## src/rtl/video_timing_gen.sv

```systemverilog
`default_nettype none
// ============================================================================
// Module   : video_timing_gen
// Brief    : Raster timing and pixel-coordinate generator; realigns RGB from a
//            fixed-latency pixel source with sync/de delayed by PIPE_DELAY.
//            Optional internal test pattern when TEST_PATTERN_EN is defined.
// Revision : 1.0 - initial release
// ============================================================================
module video_timing_gen #(
    parameter int   H_ACTIVE   = 1280,
    parameter int   H_FP       = 110,
    parameter int   H_SYNC     = 40,
    parameter int   H_BP       = 220,
    parameter int   V_ACTIVE   = 720,
    parameter int   V_FP       = 5,
    parameter int   V_SYNC     = 5,
    parameter int   V_BP       = 20,
    parameter logic HSYNC_POL  = 1'b1,
    parameter logic VSYNC_POL  = 1'b1,
    parameter int   PIPE_DELAY = 2
) (
    input  logic        clk,
    input  logic        reset_n,
    input  logic        enable,
    output logic [11:0] x,
    output logic [11:0] y,
    output logic        pix_req,
    input  logic [7:0]  red_in,
    input  logic [7:0]  green_in,
    input  logic [7:0]  blue_in,
`ifdef TEST_PATTERN_EN
    input  logic        pattern_en,
`endif
    output logic [7:0]  red,
    output logic [7:0]  green,
    output logic [7:0]  blue,
    output logic        hsync,
    output logic        vsync,
    output logic        de,
    output logic        frame_start
);

    localparam int c_h_total = H_ACTIVE + H_FP + H_SYNC + H_BP;
    localparam int c_v_total = V_ACTIVE + V_FP + V_SYNC + V_BP;

    localparam logic [11:0] c_h_max    = 12'(c_h_total - 1);
    localparam logic [11:0] c_v_max    = 12'(c_v_total - 1);
    // 13-bit bounds so a total of exactly 4096 still compares correctly
    localparam logic [12:0] c_h_act    = 13'(H_ACTIVE);
    localparam logic [12:0] c_v_act    = 13'(V_ACTIVE);
    localparam logic [12:0] c_hs_beg   = 13'(H_ACTIVE + H_FP);
    localparam logic [12:0] c_hs_end   = 13'(H_ACTIVE + H_FP + H_SYNC);
    localparam logic [12:0] c_vs_beg   = 13'(V_ACTIVE + V_FP);
    localparam logic [12:0] c_vs_end   = 13'(V_ACTIVE + V_FP + V_SYNC);

    // timing word: {frame_start, de, vsync, hsync}
    localparam logic [3:0]  c_tim_rst  = {1'b0, 1'b0, ~VSYNC_POL, ~HSYNC_POL};

    logic [11:0] r_h;
    logic [11:0] r_v;
    logic        r_pix_req;
    logic [11:0] w_h_nxt;
    logic [11:0] w_v_nxt;
    logic        w_hs_act;
    logic        w_vs_act;
    logic [3:0]  w_tim_now;
    logic [3:0]  r_tim [0:PIPE_DELAY-1];
    logic        w_de_pre;
    logic [23:0] w_rgb_src;
    logic [23:0] r_rgb;

    always_comb begin
        w_h_nxt = r_h + 12'd1;
        w_v_nxt = r_v;
        if (r_h == c_h_max) begin
            w_h_nxt = '0;
            w_v_nxt = (r_v == c_v_max) ? 12'd0 : r_v + 12'd1;
        end
    end

    always_ff @(posedge clk or negedge reset_n) begin
        if (!reset_n) begin
            r_h       <= '0;
            r_v       <= '0;
            r_pix_req <= 1'b1;
        end else if (enable) begin
            r_h       <= w_h_nxt;
            r_v       <= w_v_nxt;
            r_pix_req <= ({1'b0, w_h_nxt} < c_h_act) && ({1'b0, w_v_nxt} < c_v_act);
        end
    end

    assign w_hs_act  = ({1'b0, r_h} >= c_hs_beg) && ({1'b0, r_h} < c_hs_end);
    assign w_vs_act  = ({1'b0, r_v} >= c_vs_beg) && ({1'b0, r_v} < c_vs_end);
    assign w_tim_now = {(r_h == 12'd0) && (r_v == 12'd0),
                        r_pix_req,
                        w_vs_act ? VSYNC_POL : ~VSYNC_POL,
                        w_hs_act ? HSYNC_POL : ~HSYNC_POL};

    always_ff @(posedge clk or negedge reset_n) begin
        if (!reset_n) begin
            for (int i = 0; i < PIPE_DELAY; i++) r_tim[i] <= c_tim_rst;
        end else if (enable) begin
            r_tim[0] <= w_tim_now;
            for (int i = 1; i < PIPE_DELAY; i++) r_tim[i] <= r_tim[i-1];
        end
    end

    // de one stage ahead of the outputs decides whether the RGB register loads or blanks
    generate
        if (PIPE_DELAY == 1) begin : g_pre_now
            assign w_de_pre = w_tim_now[2];
        end else begin : g_pre_pipe
            assign w_de_pre = r_tim[PIPE_DELAY-2][2];
        end
    endgenerate

`ifdef TEST_PATTERN_EN
    logic [15:0] w_xy_pre;

    // coordinates travel alongside the timing so the pattern matches its own x/y
    generate
        if (PIPE_DELAY == 1) begin : g_xy_now
            assign w_xy_pre = {r_h[7:0], r_v[7:0]};
        end else begin : g_xy_pipe
            logic [15:0] r_xy [0:PIPE_DELAY-2];
            always_ff @(posedge clk or negedge reset_n) begin
                if (!reset_n) begin
                    for (int i = 0; i < PIPE_DELAY-1; i++) r_xy[i] <= '0;
                end else if (enable) begin
                    r_xy[0] <= {r_h[7:0], r_v[7:0]};
                    for (int i = 1; i < PIPE_DELAY-1; i++) r_xy[i] <= r_xy[i-1];
                end
            end
            assign w_xy_pre = r_xy[PIPE_DELAY-2];
        end
    endgenerate

    always_comb begin
        w_rgb_src = {red_in, green_in, blue_in};
        if (pattern_en) begin
            w_rgb_src = {w_xy_pre[15:8], w_xy_pre[7:0], w_xy_pre[15:8] ^ w_xy_pre[7:0]};
        end
    end
`else
    assign w_rgb_src = {red_in, green_in, blue_in};
`endif

    always_ff @(posedge clk or negedge reset_n) begin
        if (!reset_n) begin
            r_rgb <= '0;
        end else if (enable) begin
            r_rgb <= w_de_pre ? w_rgb_src : 24'd0;
        end
    end

    assign x       = r_h;
    assign y       = r_v;
    assign pix_req = r_pix_req;
    assign {frame_start, de, vsync, hsync} = r_tim[PIPE_DELAY-1];
    assign {red, green, blue} = r_rgb;

endmodule
`default_nettype wire

```

## config.mk

```make
export PLATFORM = sky130hd
export DESIGN_NAME = video_timing_gen
export DESIGN_NICKNAME = d
export VERILOG_FILES = /design/src/rtl/video_timing_gen.sv
export SDC_FILE = /design/constraint.sdc
export NUM_CORES = 1
export LEC_CHECK = 0
export BUFFER_PORTS_ARGS = -buffer_cell sky130_fd_sc_hd__buf_2
export CORE_MARGIN = 5
export CORE_UTILIZATION = 50
export DETAILED_ROUTE_END_ITERATION = 16
export HOLD_SLACK_MARGIN = 0.05
export PLACE_DENSITY = 0.76
export SETUP_SLACK_MARGIN = 0.1
export SLEW_MARGIN = 20
export SYNTH_ARGS = -nofsm -noshare
export SYNTH_HDL_FRONTEND = slang
export SYNTH_SLANG_ARGS = --single-unit
```

## constraint.sdc

```tcl
create_clock -name clk -period 2.2 [get_ports clk]
set_clock_uncertainty 0.15 [all_clocks]
set_input_delay 0 -clock clk [delete_from_list [all_inputs] [get_ports clk]]
set_output_delay 0 -clock clk [all_outputs]
set_load 0.1 [all_outputs]
```

==> results.json, run 1 <==
{
  "synth_seq_area_share": 0.471,
  "fmax_mhz": 475,
  "instances_no_fill": 526,
  "num_antenna_cells": 0,
  "post_drt_wl_per_cell_um": 16.3,
  "wirelength_met1_um": 3590,
  "critPathCaptureType": "register",
  "fin_nets": 481,
  "routabilityCongestion": 0.859,
  "synth.most_common_cell": "dfrtp_1",
  "drtAntennaViolNets": 0,
  "htreeDepth": 3,
  "postSynthCellCount": 332,
  "dr.max_layer_used": "met4",
  "place_ws_ns": -0.0568,
  "io-pin-count": 80,
  "die_area_mm2": 0.00773,
  "setup.worst_path.start": "x[1]",
  "ys_seq_elements": 57,
  "crit_path_end": "x[8]",
  "synthDistinctLibCells": 47,
  "grt_overflow_total": 0,
  "ff2ff_path_depth": 10,
  "pwr-share-seq": 0.366,
  "drcViolationCount": 0,
  "drv_slew": 0,
  "finalSetupViolations": 0,
  "power_mw": 3.60,
  "wl_met2_um": 4340,
  "post-dp-hpwl_um": 5470,
  "vias": 2889,
  "synth.top_cells.by_area": "dfrtp_1, o21ai_0, nand3_1, inv_1, ha_1",
  "cts_buffers": 9,
  "status": "completed",
  "power_switching_mw": 1.62,
  "worstSetupStartpointType": "register",
  "grt_usage": 0.225,
  "syn-num-nets": 367,
  "hp-class": "in -> async",
  "p_int_mw": 1.98,
  "wl_met3_um": 485,
  "placed_cell_area_mm2": 0.00357,
  "drt_iter0_markers": 239,
  "ys_warn_count": 0,
  "fin_util": 0.705,
  "cts_tree": "yes",
  "synth_top_cell_by_area": "dfrtp_1",
  "r2r-end": "x[8]",
  "dieHeight_um": 87.9,
  "ctsRootBufferMaster": "clkbuf_8",
  "first_pass_iters": 4,
  "swShare": 0.449,
  "required_ns": 2.27,
  "grt_max_degree": 48,
  "power.leakage_nw": 1.91,
  "fp.coreArea_mm2": 0.00592,
  "portBuffers": 79,
  "final_area_mm2": 0.00417,
  "wl_um": 8550,
  "synthFlopType": "dfrtp_1",
  "drive_gt1_frac": 0.377,
  "die_w_um": 87.9,
  "post_drt_via_cell_ratio": 5.49,
  "antenna_found_initial": 0,
  "reg2reg_slack_ns": 0.09,
  "cp.arrival_ns": 2.18,
  "r2r-start": "x[1]",
  "hold_viol_final": 0,
  "postSynthAreaPerCell_um2": 9.14,
  "comb_power_share": 0.355,
  "clkPwrFrac": 0.279,
  "syn_area_mm2": 0.00303,
  "setup-tns-final_ns": 0,
  "synth_edf_count": 0,
  "worstSetupPathType": "reg -> reg",
  "vdd_drop_max_mv": 0.669,
  "clk_pin_slew_ns": 0.08,
  "worst_pin_slew_ns": 0.845,
  "rsz0062_at_grt": "true",
  "rows": 28,
  "start_util": 0.512,
  "fin_crit_sh": 0.957,
  "synth_common_cells": "dfrtp_1, o21ai_0, nand3_1, inv_1, nand2_1",
  "fin_hold_ws_ns": 0.156,
  "finalWorstSetupSlack_ns": 0.0943,
  "dp_cells": 473,
  "syn_to_final_growth_pct": 37.5,
  "p_per_area_mw_per_mm2": 864,
  "drv_cap": 0,
  "cts.sinks": 57,
  "fin_crit_ns": 2.11,
  "fillers": 456,
  "synth_top_area_frac": 0.462,
  "clockBufferDepth": 2,
  "crit_path_max_fanout": 6,
  "async_flop_share": 1.00,
  "grt_pass1_vias": 2761,
  "slew_headroom": 0.437,
  "grt_pass1_wl_um": 13600,
  "insertion_delay_ns": 0.34
}
-- power by group through the flow --
stage               Clock [mW]  Sequential, mW  Combinational, mW
floorplan                    0            1.99              0.336
global placement             0            1.33               1.17
detailed placement           0            1.34               1.18
CTS                       1.03            1.32               1.24
global route              1.07            1.34               1.34
finish                    1.01            1.32               1.28
-- cell families after synthesis --
kind of cell               Yosys count  share of synthesized area
AOI/OAI and AO/OA                   75                      0.146
DFF                                 57                      0.471
and+or+nand+nor                    116                      0.213
adders and majority gates            8                     0.0330
xor gates and xnor gates            10                     0.0289
buffers and inverters               57                     0.0767
muxes                                9                     0.0318
-- layer usage --
metal | vias to the layer above | GRT usage
met5 | - | 0
met2 | 92 | 0.359
met4 | 0 | 0.0976
li1 | 1385 | -
met1 | 1399 | 0.304
met3 | 13 | 0.0376
-- layout make-up --
| class | count | area (µm²) | area share |
|---|---|---|---|
| sequential | 57 | 1480 | 0.354 |
| inverter | 34 | 130 | 0.0312 |
| clock inverter | 7 | 78.8 | 0.0189 |
| clock buffer | 9 | 124 | 0.0297 |
| tap | 75 | 93.8 | 0.0225 |
| multi-input combinational | 218 | 1450 | 0.348 |
| timing repair buffer | 126 | 817 | 0.196 |
-- how the worst min path moves through the flow --
stage / slack (ns) / cells past startpoint / endpoint
global placement: -0.02 / 1 / y[0]
global route: 0.26 / 2 / r_rgb[2]
CTS: 0.16 / 2 / y[3]
finish: 0.16 / 2 / y[3]
floorplan: -0.45 / 0 / de
detailed placement: -0.006 / 1 / y[0]
-- cell usage in the layout (no fill, tap or decap), types with 9 or more instances in the layout --
cell type	count
nand4_1	10
dfrtp_2	17
buf_2	79
nor2_1	12
buf_4	20
nand2_1	21
inv_1	32
o21ai_0	43
nand3_1	34
dfrtp_1	32
clkbuf_8	9
dlygate4sd3_1	26
-- worst max-delay path, cell delays in order, from the launching register on --
cell	delay (ns)
dfrtp_4	0.49
inv_4	0.07
ha_4	0.12
and4b_2	0.23
buf_4	0.12
nand3_4	0.10
buf_4	0.18
buf_4	0.13
a21oi_1	0.17
nand2b_1	0.15
o31ai_1	0.07
-- flip-flops by register name, summed over array words and instances, names as in the netlist --
signal	count
frame_start	1
pix_req	1
hsync	1
vsync	1
r_rgb	24
y	12
r_tim	4
de	1
x	12
-- what timing repair did --
item                                    CTS  global route
gates cloned                              0             0
pin swaps                                 3             7
buffers inserted                          5             7
hold buffers                             26             0
resized for setup                         5             9
endpoints found under the setup margin    7            10
hold endpoints to repair                 65             0
Note: power is estimated with default switching activity, not from simulation.
==> run 2, diff against run 1 <==
==> constraint.sdc (replaced) <==
create_clock -name clk -period 2.2 [get_ports clk]
set_clock_uncertainty 0.15 [all_clocks]
set_input_delay 0.33 -clock clk [delete_from_list [all_inputs] [get_ports clk]]
set_output_delay 0.33 -clock clk [all_outputs]
set_load 0.1 [all_outputs]
==> results.json, run 2 (synthesis results as in run 1) <==
{
  "critPathCaptureType": "register",
  "ctsRootBufferMaster": "clkbuf_8",
  "clockBufferDepth": 2,
  "slew_headroom": 0.464,
  "cts_tree": "yes",
  "instances_no_fill": 501,
  "io-pin-count": 80,
  "worstSetupStartpointType": "register",
  "vias": 2789,
  "cts.sinks": 57,
  "grt_max_degree": 50,
  "placed_cell_area_mm2": 0.00360,
  "die_w_um": 87.9,
  "fin_util": 0.662,
  "crit_path_max_fanout": 6,
  "rows": 28,
  "wl_um": 7990,
  "cp.arrival_ns": 2.18,
  "insertion_delay_ns": 0.34,
  "antenna_found_initial": 0,
  "layout_common_cells": "buf_2, o21ai_0, nand3_1, inv_1, dfrtp_1",
  "drcViolationCount": 0,
  "die_area_mm2": 0.00773,
  "finalWorstSetupSlack_ns": 0.111,
  "hold_viol_final": 0,
  "post-dp-hpwl_um": 5520,
  "first_pass_iters": 4,
  "start_util": 0.512,
  "drv_slew": 0,
  "num_antenna_cells": 0,
  "dieHeight_um": 87.9,
  "grt_pass1_vias": 2629,
  "power_mw": 3.55,
  "fmax_mhz": 479,
  "place_ws_ns": 0.0147,
  "fin_nets": 456,
  "post_drt_via_cell_ratio": 5.57,
  "vdd_drop_max_mv": 0.804,
  "largest_reg_flops": 24,
  "clk_pin_slew_ns": 0.07,
  "hp-class": "in -> reg",
  "grt_pass1_wl_um": 13100,
  "worstSetupPathType": "reg -> reg",
  "top_register": "r_rgb",
  "power.leakage_nw": 1.81,
  "dp_cells": 477,
  "rsz0062_at_grt": "true",
  "fin_crit_ns": 2.09,
  "grt_overflow_total": 0,
  "p_per_area_mw_per_mm2": 907,
  "setup-tns-final_ns": 0,
  "drive_gt1_frac": 0.397,
  "drt_iter0_markers": 190,
  "worst_pin_slew_ns": 0.804,
  "fin_hold_ws_ns": 0.0695,
  "drv_cap": 0,
  "final_common_cell": "buf_2",
  "cts_buffers": 9,
  "status": "completed",
  "portBuffers": 79,
  "grt_usage": 0.219,
  "final_area_mm2": 0.00392,
  "syn_to_final_growth_pct": 29.1,
  "finalSetupViolations": 0,
  "fin_crit_sh": 0.950,
  "fp.coreArea_mm2": 0.00592,
  "htreeDepth": 3,
  "routabilityCongestion": 0.889,
  "drtAntennaViolNets": 0,
  "required_ns": 2.29,
  "post_drt_wl_per_cell_um": 16.0
}
[run 2: report_power, final]
part           switching, mW  internal (mW)
registers              0.154           1.17
clock network          0.456          0.555
logic                  0.977          0.237
total                   1.59           1.97
[run 2: timing repair]
item	in CTS	in global routing
pin swaps	0	5
resized for setup	1	11
buffers inserted	1	6
endpoints found under the hold margin	28	0
endpoints found under the setup margin	5	13
hold buffers	1	0
[run 2: final timing paths]
path | slack [ns] | startpoint | end | cells past startpoint
worst max-delay path | 0.11 | x[1] | y[6] | 7
worst min register to register | 0.34 | r_tim[4] | r_tim[4] | 1
worst max register to register | 0.11 | x[1] | y[6] | 7
worst min-delay path | 0.07 | blue_in[7] | r_rgb[7] | 3
max in group asynchronous | 0.82 | reset_n | y[10] | 3
min in group asynchronous | 0.43 | reset_n | y[7] | 2
[run 2: final cells by class]
cell class,instances,area [µm²]
Clock buffer,10,138
Clock inverter,6,67.6
Fill cell,493,2000
Inverter,34,130
Multi-Input combinational cell,218,1440
Sequential cell,57,1480
Tap cell,75,93.8
Timing Repair Buffer,101,576
[run 2: metal layers]
metal	vias to the layer above	GRT usage	share of wire
met3	23	0.0405	0.070
met2	101	0.330	0.48
met4	0	0.102	0.025
met5	-	0	0
met1	1326	0.307	0.42
li1	1339	-	-
[run 2: critical path, cell delays in order, from the launching register on]
cell     delay (ns)
dfrtp_4        0.48
inv_4          0.06
ha_2           0.16
and4b_2        0.23
buf_4          0.12
nand3_4        0.09
or3_4          0.40
o41ai_2        0.28
